**config.mk**
```make
export PLATFORM = sky130hd
export DESIGN_NAME = deadlock_kernel_monitor_n
export DESIGN_NICKNAME = d
export VERILOG_FILES = /design/src/rtl/deadlock_mon_pkg.sv /design/src/rtl/deadlock_persist_cnt.sv /design/src/rtl/deadlock_kernel_monitor_n.sv
export SDC_FILE = /design/constraint.sdc
export NUM_CORES = 1
export LEC_CHECK = 0
export CAP_MARGIN = 20
export CELL_PAD_IN_SITES_DETAIL_PLACEMENT = 1
export CELL_PAD_IN_SITES_GLOBAL_PLACEMENT = 1
export CORE_MARGIN = 4
export CORE_UTILIZATION = 35
export CTS_BUF_LIST = sky130_fd_sc_hd__clkbuf_4
export DETAILED_ROUTE_END_ITERATION = 12
export HOLD_SLACK_MARGIN = 0.03
export PLACE_DENSITY_LB_ADDON = 0.1
export SYNTH_ARGS = -nofsm -noshare
export SYNTH_HDL_FRONTEND = slang
export SYNTH_SLANG_ARGS = --single-unit
```
**constraint.sdc**
```tcl
create_clock -name kernel_monitor_clock -period 2.4 [get_ports kernel_monitor_clock]
set_input_delay 0.36 -clock kernel_monitor_clock [delete_from_list [all_inputs] [get_ports kernel_monitor_clock]]
set_output_delay 0.36 -clock kernel_monitor_clock [all_outputs]
set_load 0.005 [all_outputs]
```
**src/rtl/deadlock_mon_pkg.sv**
```systemverilog
// -----------------------------------------------------------------------------
// deadlock_mon_pkg
// Shared definitions for the kernel deadlock monitor:
//   - mon_state_e   : monitor FSM state encoding
//   - DEF_*         : default values for the monitor parameters
//   - cnt_width()   : width of the shared startup/persistence counter
// -----------------------------------------------------------------------------
package deadlock_mon_pkg;

    typedef enum logic [1:0] {
        ST_STARTUP  = 2'd0,
        ST_MONITOR  = 2'd1,
        ST_PENDING  = 2'd2,
        ST_DEADLOCK = 2'd3
    } mon_state_e;

    localparam int         DEF_NUM_AXIS       = 2;
    localparam int         DEF_NUM_INST       = 1;
    localparam int         DEF_STARTUP_CYCLES = 10;
    localparam int         DEF_BLOCK_CYCLES   = 2;
    localparam logic [1:0] DEF_AXIS_IS_WRITE  = 2'b10;

    // One counter serves both the startup window and the blocked-sample run,
    // so it must be able to hold the larger of the two limits.
    function automatic int cnt_width(input int startup_cycles, input int block_cycles);
        int max_v;
        max_v = (startup_cycles > block_cycles) ? startup_cycles : block_cycles;
        return $clog2(max_v + 1);
    endfunction

endpackage

```
**src/rtl/deadlock_persist_cnt.sv**
```systemverilog
// -----------------------------------------------------------------------------
// deadlock_persist_cnt
// Saturating up-counter with clear priority and a look-ahead limit comparator.
// Ports:
//   kernel_monitor_clock  : clock, rising edge
//   kernel_monitor_reset  : synchronous active-low reset
//   clr                   : clear count to zero (dominates inc)
//   inc                   : increment by one, holds at all-ones
//   limit [CNT_W-1:0]     : compare value for limit_hit
//   limit_hit             : 1 when one more increment reaches or passes limit
// -----------------------------------------------------------------------------
module deadlock_persist_cnt #(
    parameter int CNT_W = 4
) (
    input  logic             kernel_monitor_clock,
    input  logic             kernel_monitor_reset,
    input  logic             clr,
    input  logic             inc,
    input  logic [CNT_W-1:0] limit,
    output logic             limit_hit
);

    localparam logic [CNT_W-1:0] CNT_MAX  = {CNT_W{1'b1}};
    localparam logic [CNT_W-1:0] CNT_ZERO = {CNT_W{1'b0}};
    localparam logic [CNT_W:0]   CNT_ONE  = {{CNT_W{1'b0}}, 1'b1};

    logic [CNT_W-1:0] count_r;
    logic [CNT_W:0]   count_next_s;

    // Extra bit keeps the look-ahead compare exact even at saturation.
    assign count_next_s = {1'b0, count_r} + CNT_ONE;
    assign limit_hit    = (count_next_s >= {1'b0, limit});

    // Count register: reset, clear, saturating increment.
    always_ff @(posedge kernel_monitor_clock) begin
        if (!kernel_monitor_reset) begin
            count_r <= CNT_ZERO;
        end else if (clr) begin
            count_r <= CNT_ZERO;
        end else if (inc && (count_r != CNT_MAX)) begin
            count_r <= count_next_s[CNT_W-1:0];
        end else begin
            count_r <= count_r;
        end
    end

endmodule

```
**src/rtl/deadlock_kernel_monitor_n.sv**
```systemverilog
// -----------------------------------------------------------------------------
// deadlock_kernel_monitor_n
// Watches a kernel's AXI-Stream stall flags and sub-instance status, and
// declares a sticky deadlock once the kernel has been blocked (and not fully
// idle) for BLOCK_CYCLES consecutive samples after a STARTUP_CYCLES grace
// window. On entry the stall pattern is snapshotted for diagnosis.
// Ports:
//   kernel_monitor_clock            : clock, rising edge
//   kernel_monitor_reset            : synchronous active-low reset
//   axis_block_sigs [NUM_AXIS]      : per-port stalled-by-outer-side flags
//   inst_idle_sigs  [NUM_INST]      : per-instance idle flags
//   inst_block_sigs [NUM_INST]      : per-instance internally-blocked flags
//   diag_clear                      : leave DEADLOCK and re-arm
//   kernel_block                    : raw block indication, one cycle late
//   deadlock                        : sticky deadlock flag
//   deadlock_event                  : one-cycle pulse on DEADLOCK entry
//   axis_snapshot   [NUM_AXIS]      : axis_block_sigs captured at entry
//   first_blocked_idx               : lowest set snapshot bit, MSB=1 if none
//   starved_inputs  [NUM_AXIS]      : snapshot bits of read ports
//   unready_outputs [NUM_AXIS]      : snapshot bits of write ports
// -----------------------------------------------------------------------------
module deadlock_kernel_monitor_n
    import deadlock_mon_pkg::*;
#(
    parameter int                  NUM_AXIS       = DEF_NUM_AXIS,
    parameter int                  NUM_INST       = DEF_NUM_INST,
    parameter int                  STARTUP_CYCLES = DEF_STARTUP_CYCLES,
    parameter int                  BLOCK_CYCLES   = DEF_BLOCK_CYCLES,
    parameter logic [NUM_AXIS-1:0] AXIS_IS_WRITE  = DEF_AXIS_IS_WRITE
) (
    input  logic                      kernel_monitor_clock,
    input  logic                      kernel_monitor_reset,
    input  logic [NUM_AXIS-1:0]       axis_block_sigs,
    input  logic [NUM_INST-1:0]       inst_idle_sigs,
    input  logic [NUM_INST-1:0]       inst_block_sigs,
    input  logic                      diag_clear,
    output logic                      kernel_block,
    output logic                      deadlock,
    output logic                      deadlock_event,
    output logic [NUM_AXIS-1:0]       axis_snapshot,
    output logic [$clog2(NUM_AXIS):0] first_blocked_idx,
    output logic [NUM_AXIS-1:0]       starved_inputs,
    output logic [NUM_AXIS-1:0]       unready_outputs
);

    localparam int                  CNT_W       = cnt_width(STARTUP_CYCLES, BLOCK_CYCLES);
    localparam int                  IDX_W       = $clog2(NUM_AXIS) + 1;
    localparam logic [CNT_W-1:0]    STARTUP_LIM = CNT_W'(STARTUP_CYCLES);
    localparam logic [CNT_W-1:0]    BLOCK_LIM   = CNT_W'(BLOCK_CYCLES);
    localparam logic [IDX_W-1:0]    IDX_NONE    = IDX_W'(32'd1) << (IDX_W - 1);
    localparam logic [NUM_AXIS-1:0] AXIS_ZERO   = {NUM_AXIS{1'b0}};

    mon_state_e          state_r;
    logic                kernel_block_r;
    logic                deadlock_r;
    logic                deadlock_event_r;
    logic [NUM_AXIS-1:0] axis_snapshot_r;

    logic                raw_block_s;
    logic                cnt_clr_s;
    logic                cnt_inc_s;
    logic                cnt_hit_s;
    logic [CNT_W-1:0]    cnt_limit_s;
    logic                enter_deadlock_s;
    logic [IDX_W-1:0]    first_idx_s;

    // A fully idle kernel is never considered blocked, whatever the stall flags say.
    assign raw_block_s = ((|axis_block_sigs) | (|inst_block_sigs)) & ~(&inst_idle_sigs);

    // The counter measures the startup window first, then blocked-sample runs.
    assign cnt_limit_s = (state_r == ST_STARTUP) ? STARTUP_LIM : BLOCK_LIM;

    // cnt_hit_s is a look-ahead: this sample would complete the required count.
    assign enter_deadlock_s = ((state_r == ST_MONITOR) || (state_r == ST_PENDING))
                              && raw_block_s && cnt_hit_s;

    // Counter control: count while accumulating, clear whenever the run ends.
    always_comb begin
        cnt_clr_s = 1'b0;
        cnt_inc_s = 1'b0;
        case (state_r)
            ST_STARTUP: begin
                if (cnt_hit_s) begin
                    cnt_clr_s = 1'b1;
                end else begin
                    cnt_inc_s = 1'b1;
                end
            end
            ST_MONITOR, ST_PENDING: begin
                if (raw_block_s && !cnt_hit_s) begin
                    cnt_inc_s = 1'b1;
                end else begin
                    cnt_clr_s = 1'b1;
                end
            end
            ST_DEADLOCK: begin
                cnt_clr_s = 1'b1;
            end
            default: begin
                cnt_clr_s = 1'b1;
            end
        endcase
    end

    deadlock_persist_cnt #(
        .CNT_W (CNT_W)
    ) u_persist_cnt (
        .kernel_monitor_clock (kernel_monitor_clock),
        .kernel_monitor_reset (kernel_monitor_reset),
        .clr                  (cnt_clr_s),
        .inc                  (cnt_inc_s),
        .limit                (cnt_limit_s),
        .limit_hit            (cnt_hit_s)
    );

    // Monitor FSM with its registered flags and the entry snapshot.
    always_ff @(posedge kernel_monitor_clock) begin
        if (!kernel_monitor_reset) begin
            state_r          <= ST_STARTUP;
            kernel_block_r   <= 1'b0;
            deadlock_r       <= 1'b0;
            deadlock_event_r <= 1'b0;
            axis_snapshot_r  <= AXIS_ZERO;
        end else begin
            kernel_block_r   <= raw_block_s;
            deadlock_event_r <= 1'b0;
            case (state_r)
                ST_STARTUP: begin
                    if (cnt_hit_s) begin
                        state_r <= ST_MONITOR;
                    end else begin
                        state_r <= ST_STARTUP;
                    end
                end
                ST_MONITOR, ST_PENDING: begin
                    if (enter_deadlock_s) begin
                        state_r          <= ST_DEADLOCK;
                        deadlock_r       <= 1'b1;
                        deadlock_event_r <= 1'b1;
                        axis_snapshot_r  <= axis_block_sigs;
                    end else if (raw_block_s) begin
                        state_r <= ST_PENDING;
                    end else begin
                        state_r <= ST_MONITOR;
                    end
                end
                ST_DEADLOCK: begin
                    // Snapshot is deliberately kept after clearing for post-mortem reads.
                    if (diag_clear) begin
                        state_r    <= ST_MONITOR;
                        deadlock_r <= 1'b0;
                    end else begin
                        state_r <= ST_DEADLOCK;
                    end
                end
                default: begin
                    state_r    <= ST_STARTUP;
                    deadlock_r <= 1'b0;
                end
            endcase
        end
    end

    // Lowest set snapshot bit; scanning downward lets the lowest index win.
    always_comb begin
        first_idx_s = IDX_NONE;
        for (int i = NUM_AXIS - 1; i >= 0; i--) begin
            if (axis_snapshot_r[i]) begin
                first_idx_s = IDX_W'(i);
            end else begin
                first_idx_s = first_idx_s;
            end
        end
    end

    assign kernel_block      = kernel_block_r;
    assign deadlock          = deadlock_r;
    assign deadlock_event    = deadlock_event_r;
    assign axis_snapshot     = axis_snapshot_r;
    assign first_blocked_idx = first_idx_s;
    assign starved_inputs    = axis_snapshot_r & ~AXIS_IS_WRITE;
    assign unready_outputs   = axis_snapshot_r & AXIS_IS_WRITE;

endmodule

```
==> impl_metrics.prom, run 1 <==
# TYPE chip_impl_metric gauge
chip_impl_info{name="ctsRootBufferMaster",value="sky130_fd_sc_hd__clkbuf_4"} 1
chip_impl_metric{name="buffer_ports.inserted",unit=""} 15
chip_impl_metric{name="synth_seq_area_share",unit="%"} 34.7
chip_impl_metric{name="die_height",unit="µm"} 50.6
chip_impl_metric{name="synthesis.area_per_instance",unit="µm²"} 8.81
chip_impl_metric{name="worst-path-max-fanout",unit=""} 5
chip_impl_metric{name="timing.final.crit_share",unit="%"} 89.6
chip_impl_metric{name="report.final.hold_viol_count",unit=""} 0
chip_impl_metric{name="required_time_of_the_worst_setup_path",unit="ps"} 2600
chip_impl_metric{name="drc",unit=""} 0
chip_impl_metric{name="via_count",unit=""} 533
chip_impl_metric{name="r2r.worst_path.cells",unit=""} 7
chip_impl_metric{name="antenna-diode-count",unit=""} 0
chip_impl_metric{name="drt_pass1_iterations",unit=""} 4
chip_impl_metric{name="die_w",unit="µm"} 50.6
chip_impl_metric{name="first_global_vias",unit=""} 548
chip_impl_info{name="critPathKind",value="reg -> reg"} 1
chip_impl_info{name="worst_r2r_startpoint",value="u_persist_cnt.count_r[2]"} 1
chip_impl_metric{name="cts.repair_timing.setup_buffer_count",unit=""} 0
chip_impl_metric{name="floorplan.initialDensity",unit="%"} 36.7
chip_impl_metric{name="min_delay_path_depth",unit=""} 2
chip_impl_metric{name="clkSlewWorstSetupHoldPaths",unit="ps"} 80
chip_impl_metric{name="clk_latency",unit="ps"} 270
chip_impl_info{name="hold_path.class",value="reg -> reg"} 1
chip_impl_metric{name="power_density",unit="mW/mm²"} 486
chip_impl_metric{name="h_tree_level_count",unit=""} 1
chip_impl_metric{name="gp_congestion",unit=""} 0.719
chip_impl_metric{name="antenna_violating_nets_post_route",unit=""} 0
chip_impl_metric{name="maxCapViolCount",unit=""} 0
chip_impl_metric{name="ys_types",unit=""} 26
chip_impl_metric{name="floorplan.die_area",unit="mm²"} 0.00256
chip_impl_metric{name="slew_viol_final",unit=""} 0
chip_impl_metric{name="remaining_global_route_overflow",unit=""} 0
chip_impl_metric{name="layout.nets",unit=""} 102
chip_impl_metric{name="synthesized_flop_and_latch_total",unit=""} 11
chip_impl_metric{name="grt.total_usage",unit="%"} 12.3
chip_impl_info{name="min_from",value="u_persist_cnt.count_r[1]"} 1
chip_impl_metric{name="clock_skew",unit="ps"} 8.78
chip_impl_info{name="whs_endpoint",value="u_persist_cnt.count_r[1]"} 1
chip_impl_metric{name="detail_route.wl_per_cell",unit="µm"} 11.7
chip_impl_metric{name="synth_edf_count",unit=""} 0
chip_impl_metric{name="placement.setup.worst_slack",unit="ps"} 254
chip_impl_metric{name="post_cts_resize_count",unit=""} 0
chip_impl_metric{name="yosys_warnings",unit=""} 0
chip_impl_metric{name="synth_area",unit="µm²"} 634
chip_impl_info{name="critPathLaunchType",value="flop"} 1
chip_impl_metric{name="n_fill_cell",unit=""} 215
chip_impl_info{name="reg2reg_to",value="u_persist_cnt.count_r[3]"} 1
chip_impl_metric{name="cts.sinks",unit=""} 11
chip_impl_metric{name="cts_hold_repair.buffers",unit=""} 0
chip_impl_metric{name="period_needed",unit="ps"} 2150
chip_impl_metric{name="peakVddDrop",unit="V"} 0.000248
chip_impl_metric{name="drt-initial-drc-count",unit=""} 10
chip_impl_metric{name="synthCells",unit=""} 72
chip_impl_metric{name="grt_start_max_net_pins",unit=""} 7
chip_impl_metric{name="timing.reg2reg.setup_slack",unit="ps"} 250
chip_impl_metric{name="async_flop_share",unit="%"} 0
chip_impl_metric{name="grt_pass1_wl",unit="mm"} 2.44
chip_impl_metric{name="ctsLongestPathBuffers",unit=""} 2
chip_impl_metric{name="floorplan.rows",unit=""} 15
chip_impl_metric{name="ioPinCount",unit=""} 18
chip_impl_metric{name="area_growth",unit="%"} 29.2
chip_impl_metric{name="final_layout_size_suffix_gt1_share",unit="%"} 6.82
chip_impl_metric{name="antenna_found_initial",unit=""} 0
chip_impl_info{name="setup.worst_path.end_class",value="flop"} 1
chip_impl_metric{name="leakage_power_figure",unit="nW"} 0.334
chip_impl_info{name="layout.cells.most_common",value="sky130_fd_sc_hd__clkdlybuf4s50_1"} 1
chip_impl_metric{name="final-setup-viol-count",unit=""} 0
chip_impl_metric{name="avgViaCountPerCell",unit=""} 4.72
chip_impl_info{name="clock_tree_from_tritoncts",value="built"} 1
chip_impl_metric{name="worst-endpoint-arrival",unit="ps"} 2350
chip_impl_info{name="rsz0062_at_grt",value="false"} 1
chip_impl_metric{name="post-route-worst-setup-slack",unit="ps"} 250
chip_impl_metric{name="place_hpwl",unit="mm"} 1.09
chip_impl_info{name="run_status",value="completed"} 1
chip_impl_metric{name="max_freq",unit="MHz"} 465
chip_impl_metric{name="core_region_area",unit="mm²"} 0.00173
chip_impl_metric{name="wl",unit="mm"} 1.32
chip_impl_info{name="synth-main-ff-cell",value="sky130_fd_sc_hd__dfxtp_1"} 1
chip_impl_info{name="commonest_non_fill_non_tap_cells_in_the_layout",value="sky130_fd_sc_hd__clkdlybuf4s50_1 (15), sky130_fd_sc_hd__dfxtp_1 (11), sky130_fd_sc_hd__inv_1 (6), sky130_fd_sc_hd__nor2_1 (6), sky130_fd_sc_hd__ha_1 (6)"} 1
chip_impl_metric{name="setup_tns",unit="ps"} 0
chip_impl_metric{name="number_of_buffers_added_by_the_clock_tree_synthesis_step",unit=""} 3
-- worst max-delay path, stage by stage, from the launching register on --
cell and delay, ps:
sky130_fd_sc_hd__dfxtp_1 430, sky130_fd_sc_hd__nand3_1 150, sky130_fd_sc_hd__xnor2_1 150, sky130_fd_sc_hd__ha_1 210, sky130_fd_sc_hd__a311o_2 320, sky130_fd_sc_hd__or3_4 360, sky130_fd_sc_hd__or3_1 320, sky130_fd_sc_hd__a21oi_1 140
-- worst max path at each step --
stage,to,startpoint,cells after the start,slack [ps]
after floorplan,u_persist_cnt.count_r[3],u_persist_cnt.count_r[2],7,390
after CTS,u_persist_cnt.count_r[3],u_persist_cnt.count_r[2],7,240
final,u_persist_cnt.count_r[3],u_persist_cnt.count_r[2],7,250
after detailed placement,u_persist_cnt.count_r[3],u_persist_cnt.count_r[2],7,250
after global placement,u_persist_cnt.count_r[3],u_persist_cnt.count_r[2],7,320
after global routing,u_persist_cnt.count_r[3],u_persist_cnt.count_r[2],7,90
-- cell families (layout without fill, tap and decap cells) --
group / Yosys count / count (layout) / synth area share, %
AOI/OAI and AO/OA: 16 / 16 / 16.6
xor gates and xnor gates: 4 / 4 / 5.52
adders and majority gates: 6 / 6 / 11.8
buffers and inverters: 10 / 25 / 8.28
DFF: 11 / 11 / 34.7
muxes: 2 / 2 / 3.16
other: 1 / 2 / 0.591
and+or+nand+nor: 22 / 22 / 19.3
-- synthesized netlist by cell type, types with 2 or more instances --
library cell | instances | area [µm²]
sky130_fd_sc_hd__xnor2_1 | 2 | 17.5
sky130_fd_sc_hd__nand3_1 | 2 | 10.0
sky130_fd_sc_hd__nand2b_1 | 4 | 25.0
sky130_fd_sc_hd__buf_4 | 4 | 30.0
sky130_fd_sc_hd__o21ai_0 | 3 | 15.0
sky130_fd_sc_hd__nor2_1 | 6 | 22.5
sky130_fd_sc_hd__a211oi_1 | 2 | 15.0
sky130_fd_sc_hd__inv_1 | 6 | 22.5
sky130_fd_sc_hd__o21a_1 | 2 | 15.0
sky130_fd_sc_hd__xor2_1 | 2 | 17.5
sky130_fd_sc_hd__ha_1 | 6 | 75.1
sky130_fd_sc_hd__nor3_1 | 2 | 10.0
sky130_fd_sc_hd__a31oi_1 | 2 | 12.5
sky130_fd_sc_hd__nor2b_1 | 2 | 12.5
sky130_fd_sc_hd__dfxtp_1 | 11 | 220
sky130_fd_sc_hd__a21oi_1 | 4 | 20.0
sky130_fd_sc_hd__mux2i_1 | 2 | 20.0
sky130_fd_sc_hd__or3_1 | 2 | 12.5
-- stage by stage --
| stage | std cells | utilization (%) | area (µm²) | power [mW] | hold slack (ps) |
|---|---|---|---|---|---|
| 2_1_floorplan | 73 | - | 638 | 0.243 | 439 |
| 3_3_place_gp | 109 | 45.7 | 790 | 0.264 | 529 |
| 3_5_place_dp | 109 | 45.7 | 790 | 0.265 | 521 |
| 4_1_cts | 113 | 47.5 | 820 | 0.405 | 532 |
| 5_1_grt | 113 | 47.5 | 820 | 0.427 | 570 |
| 6_report | 113 | 47.5 | 820 | 0.399 | 530 |
-- area by class of cell --
class                           instances  area (µm²)  share of cell area (%)
Tap cell                               25        31.3                    3.82
Multi-Input combinational cell         52         365                    44.6
Clock buffer                            4        30.0                    3.66
Sequential cell                        11         220                    26.9
Inverter                                6        22.5                    2.75
Timing Repair Buffer                   15         150                    18.3
-- power breakdown --
group | total [mW] | internal [mW] | switching, mW
sequential | 0.201 | 0.191 | 0.00928
clock | 0.138 | 0.0755 | 0.0629
combinational | 0.0597 | 0.0305 | 0.0292
total | 0.399 | 0.297 | 0.101
-- registers in the layout (all words and copies together) (netlist names) --
name / count
u_persist_cnt.count_r: 4
axis_snapshot: 2
state_r: 2
deadlock: 1
deadlock_event: 1
kernel_block: 1
-- layer usage --
layer	part of all wire, %	routed length (µm)	GRT usage, %
met4	0.76	10	4.04
met1	53	697	17.1
met3	5.1	67	4.45
met5	0	0	0
met2	41	546	17.4
Note: power is estimated with default switching activity, not from simulation.
==> run 2, diff against run 1 <==
--- a/config.mk
+++ b/config.mk
@@ -17,3 +17,4 @@
 export SYNTH_ARGS = -nofsm -noshare
 export SYNTH_HDL_FRONTEND = slang
 export SYNTH_SLANG_ARGS = --single-unit
+export TNS_END_PERCENT = 1
==> results of run 2 <==
The final DEF is identical to that of run 1; final timing and power are the same.
